`config.mk`:
```
export PLATFORM = sky130hd
export DESIGN_NAME = xor_share_arb
export DESIGN_NICKNAME = d
export VERILOG_FILES = /design/src/rtl/xor_share_arb_pkg.sv /design/src/rtl/xor_share_arb_rr_arb2.sv /design/src/rtl/xor_share_arb.sv
export SDC_FILE = /design/constraint.sdc
export NUM_CORES = 1
export LEC_CHECK = 0
export CAP_MARGIN = 20
export CELL_PAD_IN_SITES_DETAIL_PLACEMENT = 1
export CELL_PAD_IN_SITES_GLOBAL_PLACEMENT = 1
export CORE_MARGIN = 2
export CORE_UTILIZATION = 25
export DETAILED_ROUTE_END_ITERATION = 6
export PLACE_DENSITY = 0.89
export SLEW_MARGIN = 5
export SYNTH_ARGS = -nofsm -noshare
export SYNTH_HDL_FRONTEND = slang
export SYNTH_HIERARCHICAL = 1
export SYNTH_SLANG_ARGS = --single-unit
```
`constraint.sdc`:
```
create_clock -name clk -period 2.4 [get_ports clk]
set_input_delay 0.36 -clock clk [delete_from_list [all_inputs] [get_ports clk]]
set_output_delay 0.36 -clock clk [all_outputs]
set_load 0.02 [all_outputs]
```
`src/rtl/xor_share_arb_pkg.sv`:
```
// Shared definitions for the two-requester XOR arbiter: FSM encoding,
// requester index constants and the default operand width.
package xor_share_arb_pkg;

  typedef enum logic {
    EMPTY = 1'b0,
    FULL  = 1'b1
  } state_t;

  localparam logic REQ0 = 1'b0;
  localparam logic REQ1 = 1'b1;

  localparam int WIDTH_DEFAULT = 8;

endpackage

```
`src/rtl/xor_share_arb_rr_arb2.sv`:
```
// rr_arb2: two-input round-robin arbiter. Purely combinational; the caller
// owns the priority pointer and decides when to advance it.
module rr_arb2
  import xor_share_arb_pkg::*;
(
  input  logic [1:0] req,
  input  logic       enable,
  input  logic       ptr,
  output logic [1:0] grant
);

  always_comb begin
    grant = 2'b00;
    if (enable) begin
      unique case (req)
        2'b01:   grant = 2'b01;
        2'b10:   grant = 2'b10;
        // On a tie the pointer names the favoured requester.
        2'b11:   grant = (ptr == REQ1) ? 2'b10 : 2'b01;
        default: grant = 2'b00;
      endcase
    end
  end

endmodule

```
`src/rtl/xor_share_arb.sv`:
```
// Two requesters share one registered XOR unit behind a round-robin arbiter
// and a one-entry output register. Optional z_par output: XOR_SHARE_ARB_PARITY_EN.
module xor_share_arb
  import xor_share_arb_pkg::*;
#(
  parameter int WIDTH = WIDTH_DEFAULT
) (
  input  logic             clk,
  input  logic             rst,
  input  logic             req0,
  input  logic [WIDTH-1:0] a0,
  input  logic [WIDTH-1:0] b0,
  output logic             gnt0,
  input  logic             req1,
  input  logic [WIDTH-1:0] a1,
  input  logic [WIDTH-1:0] b1,
  output logic             gnt1,
  output logic [WIDTH-1:0] z,
  output logic             z_id,
`ifdef XOR_SHARE_ARB_PARITY_EN
  output logic             z_par,
`endif
  output logic             z_valid,
  input  logic             z_ready
);

  state_t           r_state;
  state_t           w_state_next;
  logic             r_ptr;
  logic [WIDTH-1:0] r_z;
  logic             r_z_id;

  logic             w_accept;
  logic             w_enable;
  logic [1:0]       w_grant;
  logic             w_any_gnt;
  logic             w_gnt_id;
  logic [WIDTH-1:0] w_z_next;

  // The output slot can take a new result when empty or being drained now.
  assign w_accept  = (r_state == EMPTY) || z_ready;
  assign w_enable  = w_accept && !rst;
  assign w_any_gnt = |w_grant;
  assign w_gnt_id  = w_grant[1] ? REQ1 : REQ0;
  assign w_z_next  = w_grant[1] ? (a1 ^ b1) : (a0 ^ b0);

  rr_arb2 u_arb (
    .req    ({req1, req0}),
    .enable (w_enable),
    .ptr    (r_ptr),
    .grant  (w_grant)
  );

  always_ff @(posedge clk) begin
    if (rst) begin
      r_state <= EMPTY;
    end else begin
      r_state <= w_state_next;
    end
  end

  always_comb begin
    w_state_next = r_state;
    unique case (r_state)
      EMPTY: if (w_any_gnt) w_state_next = FULL;
      FULL: begin
        if (w_any_gnt)    w_state_next = FULL;
        else if (z_ready) w_state_next = EMPTY;
      end
      default: w_state_next = EMPTY;
    endcase
  end

  // Result and pointer only move on a grant; a drain alone leaves z/z_id intact.
  always_ff @(posedge clk) begin
    if (rst) begin
      r_ptr  <= REQ0;
      r_z    <= '0;
      r_z_id <= REQ0;
    end else if (w_any_gnt) begin
      r_ptr  <= ~w_gnt_id;
      r_z    <= w_z_next;
      r_z_id <= w_gnt_id;
    end
  end

`ifdef XOR_SHARE_ARB_PARITY_EN
  logic r_z_par;

  always_ff @(posedge clk) begin
    if (rst) begin
      r_z_par <= 1'b0;
    end else if (w_any_gnt) begin
      r_z_par <= ^w_z_next;
    end
  end

  assign z_par = r_z_par;
`endif

  assign gnt0    = w_grant[0];
  assign gnt1    = w_grant[1];
  assign z       = r_z;
  assign z_id    = r_z_id;
  assign z_valid = (r_state == FULL);

endmodule

```
After elaboration in Yosys (flattened, before gate mapping)
Cells that the tools add are included.
{"block": "classes", "eq_ne": 3, "n_mux": 9, "bitwise_logic": 4, "reduce_logical": 4}
{"operator": "8-bit bitwise XOR", "count": 2}
{"operator": "8-bit 2-to-1 mux", "count": 1}
{"operator": "2-bit case mux with 3 select lines", "count": 1}
{"operator": "2-bit equality test, second input constant", "count": 2}
{"operator": "1-bit 2-to-1 mux", "count": 4}
{"operator": "2-bit 2-to-1 mux", "count": 2}
{"operator": "2-bit by 1-bit equality test with 1-bit output, second input constant", "count": 1}
{"operator": "1-bit NOT", "count": 2}
{"operator": "1-bit case mux with 2 select lines", "count": 1}
{"operator": "2-bit OR reduction", "count": 1}
{"operator": "1-bit logical AND", "count": 1}
{"operator": "1-bit zero test", "count": 1}
{"operator": "1-bit logical OR", "count": 1}
{"block": "totals", "regBits": 11, "inputBits": 37, "out_inout_bits": 12, "wordCells": 24}

Longest topological paths before layout
{"block": "logic_depth", "depth_word": 7, "mapped_depth": 8, "ltp_nobuf": 7}

Modules after synthesis
Netlist, hierarchy kept.
{"mod": "xor_share_arb", "n_inst": 1, "cells_per_inst": 66, "area_each_um2": 654.4, "seq_area_each_um2": 220.2}
{"mod": "rr_arb2", "n_inst": 1, "cells_per_inst": 5, "area_each_um2": 21.3, "seq_area_each_um2": 0.0}

Worst setup path after synthesis
OpenSTA, ideal clock, no wires.
{"block": "synth_timing", "path_type": "input port to flip-flop", "startpoint": "input rst", "endpoint": "register r_z[0], in the netlist z[0]", "setup_time_ns": 0.103, "arrival_ns": 1.793, "required_time_ns": 2.297, "slack_ns": 0.504, "path_stages": 8, "path_buffers": 2, "path_cell_list": "buf_2 > nor2_1 > nand2_1 > a21oi_1 > nand2b_1 > buf_6 > nor2_2 > a2111oi_2"}
{"block": "synth_between", "elab_chain_len": 4, "word_cells_on_any_way": 5, "cone_classes": "2 x mux; 3 x reduce/logical"}
{"element": "start, declared", "line": "xor_share_arb.sv:9", "source": "input logic rst,"}
{"element": "1-bit zero test *", "line": "xor_share_arb.sv:42", "source": "assign w_enable = w_accept && !rst;"}
{"element": "1-bit logical AND *", "line": "xor_share_arb.sv:42"}
{"element": "via w_enable", "line": "xor_share_arb.sv:34", "source": "logic w_enable;"}
{"element": "2-bit 2-to-1 mux *", "line": "xor_share_arb_rr_arb2.sv:14", "source": "if (enable) begin"}
{"element": "via gnt1", "line": "xor_share_arb.sv:17", "source": "output logic gnt1,"}
{"element": "8-bit 2-to-1 mux / 2-bit OR reduction (equally long branches)", "line": "xor_share_arb.sv:45, xor_share_arb.sv:43"}
{"element": "end signal, assigned", "line": "xor_share_arb.sv:82", "source": "r_z <= w_z_next;"}
{"element": "end, declared", "line": "xor_share_arb.sv:30", "source": "logic [WIDTH-1:0] r_z;"}
The timed path passes the listed nets; every way through them passes the cells marked *.
A chain may end at the register's enable or synchronous reset.

Final worst setup path
{"block": "layout_timing", "startpoint": "input z_ready", "endpoint": "output gnt0"}
{"block": "layout_between", "elab_chain_len": 3}
{"element": "start, declared", "line": "xor_share_arb.sv:24", "source": "input logic z_ready"}
{"element": "1-bit logical OR", "line": "xor_share_arb.sv:41", "source": "assign w_accept = (r_state == EMPTY) || z_ready;"}
{"element": "1-bit logical AND", "line": "xor_share_arb.sv:42"}
{"element": "via w_enable", "line": "xor_share_arb.sv:34"}
{"element": "2-bit 2-to-1 mux", "line": "xor_share_arb_rr_arb2.sv:14"}
{"element": "end, declared", "line": "xor_share_arb.sv:13", "source": "output logic gnt0,"}
The timed path passes the listed nets, and every way through them passes these cells.

==> reports/results.txt <==
die area: 3130 µm²
antenna violations before repair: 0
total number of clock tree sinks: 11
Synth area leader: dfxtp_1
vias in the first global route: 758
final worst-path cycle share: 0.970
Clk pin slew, worst setup/hold paths: 0.07 ns
#FFs+latches synth: 11
Pwr Total: 0.560 mW
Max VDD drop: 254 µV
Detailed Route Iter0 Violations: 4
grt total ovfl: 0
clk root buf: clkbuf_4
ant diodes: 0
largest family of logic cells by synthesized area: XOR/XNOR gates
post-cts hold buffer count: 0
via count: 704
r2r startpoint: z_valid
Port Buf Inserts: 48
row cnt: 18
CTS HTree Levels: 1
synthesized area per cell: 9.52 µm²
buffer depth of the longest clock path: 2
first-pass GRT wire length: 3.45 mm
yosys warns: 6
xor/xnor cell area share of the yosys netlist: 0.207
Reg2Reg Depth: 9
Mapped Area: 676 µm²
Area Growth Syn to Fin: 80.0%
Leak: 0.421 nW
PwrDens: 460 nW/µm²
status: complete, no violations
layout cells sized above 1: 0.197
Hold Path Origin: z_id
share of the synthesized area in the top cell type: 0.326
Vias/cell: 4.63
Final Hold Fails: 0
crit path DAT: 1.97 ns
Total GRT Usage: 0.142
Mapped Nets: 108
Core ar.: 2520 µm²
Cell variety after synth: 14
Mapped Cells: 71
# setup viols final: 0
WHS Path Cells: 2
Rel. slew slack: 0.819
Setup Total Neg Slack: 0 ns
crit path max fanout: 2
# Post-CTS Setup Buffers: 0
Initial Utilization: 0.268
mux share of post-synthesis cell area: 0
CTS tree: done
worst endpoint required time: 2.04 ns
Worst Setup End Kind: output pin
die width: 56.0 µm
Max Slew Vio Count: 0
Worst-Skew Late Latency: 0.27 ns
WHS: 0.510 ns
fmax: 0.429 GHz
Detailed Place HPWL: 1.71 mm
simple-gate share of the synthesized area: 0.200
Final Routed Wirelength: 2.09 mm
number of max-cap violations: 0
GPL Wtd Cong: 0.668
largest net degree at the start of global routing: 20
ANT nets after route: 0
drt wl/cell: 13.7 µm
Final Util: 0.482
Crit Path Class: in2out
worst-margin pin slew: 0.270 ns
Post-DP Area: 1190 µm²
final instance area: 1220 µm²
class of the worst hold path: reg2reg
DR pass1 iterations: 4
Clock Skew: 0.00216 ns
Resize count post-CTS: 0
main area contributors after synthesis: dfxtp_1, a2111oi_2, xnor2_1
post-layout minimum cycle time: 2.33 ns
NumNets Final: 160
I/O pins: 49
Post-Synth Adder-Cell Area: 0
TritonCTS buffer count: 3
Die Y: 56.0 µm
Seq/Total Area, Yosys: 0.326
Fillers: 308
crit path launch type: input pin
DRC viols: 0
Critical Path Source: z_ready
Compound-Gate Fraction of Synth Area: 0.200
RSZ-0062 raised after global routing: no
==> cell type report <==
class                   count  area (µm²)  share of cell area
flip-flops and latches     11         220               0.181
well taps                  30        37.5              0.0309
repair buffers             52         510               0.420
multi-input cells          53         414               0.341
inverters                   2        7.51             0.00617
clock buffers               4        26.3              0.0216
==> routing by layer <==
metal / part of all wire / global-route usage / vias up / wire (µm)
met1: 0.36 / 0.158 / 321 / 748
met4: 0.017 / 0.0612 / 0 / 36
met2: 0.54 / 0.255 / 32 / 1120
met3: 0.086 / 0.0326 / 4 / 180
li1: - / - / 347 / -
met5: 0 / 0 / - / 0
==> final timing paths <==
path / to / slack [ns]
max: gnt0 / 0.07
min: z_id / 0.51
max reg2reg: z[1] / 0.64
min reg2reg: z_id / 0.51
==> synthesized netlist by cell type <==
cell type / number
a21oi_1: 3
nand2_1: 2
nor2_1: 4
inv_1: 2
a2111oi_2: 8
nor2b_1: 1
nor3_1: 10
nor2_2: 8
buf_2: 3
xnor2_1: 8
buf_6: 2
xor2_1: 8
dfxtp_1: 11
nand2b_1: 1
==> cells by family (layout without fill, tap and decap cells) <==
| logic type | Yosys count | in the layout |
|---|---|---|
| flip-flops | 11 | 11 |
| XOR/XNOR | 16 | 16 |
| buffers and inverters | 7 | 58 |
| AND/OR/NAND/NOR | 26 | 26 |
| AO/OA/AOI/OAI | 11 | 11 |
==> worst max-delay path: stages <==
cell             delay, ns
clkdlybuf4s50_1       0.46
nor2b_1               0.06
nor2_1                0.16
nand2_1               0.09
a21oi_1               0.19
clkdlybuf4s50_1       0.64
==> per-stage QoR <==
step | setup slack (ns) | instances
finish | 0.0716 | 152
global route | 0.0149 | 152
CTS | 0.0380 | 152
detailed placement | 0.0482 | 148
global placement | 0.219 | 148
floorplan | 0.504 | 71
==> power breakdown <==
group | switching (mW) | total, mW | internal (mW)
Clock | 0.0649 | 0.129 | 0.0643
Combinational | 0.0976 | 0.222 | 0.124
Sequential | 0.00858 | 0.209 | 0.200
==> cell usage in the layout, fill, tap and decap left out <==
| master | count |
|---|---|
| buf_4 | 4 |
| clkbuf_4 | 3 |
| dfxtp_1 | 11 |
| nor3_1 | 10 |
| inv_1 | 2 |
| a21oi_1 | 2 |
| nor2_1 | 4 |
| nor2b_1 | 1 |
| xor2_1 | 8 |
| nand2b_1 | 1 |
| xnor2_1 | 8 |
| clkbuf_1 | 1 |
| clkdlybuf4s50_1 | 48 |
| nand2_1 | 2 |
| nor2_2 | 8 |
| a21oi_2 | 1 |
| a2111oi_2 | 8 |
==> registers in the layout, summed over array words and instances (netlist names) <==
name / count
z_id: 1
z_valid: 1
z: 8
r_ptr: 1
No activity file was read; power rests on OpenSTA's default activity.
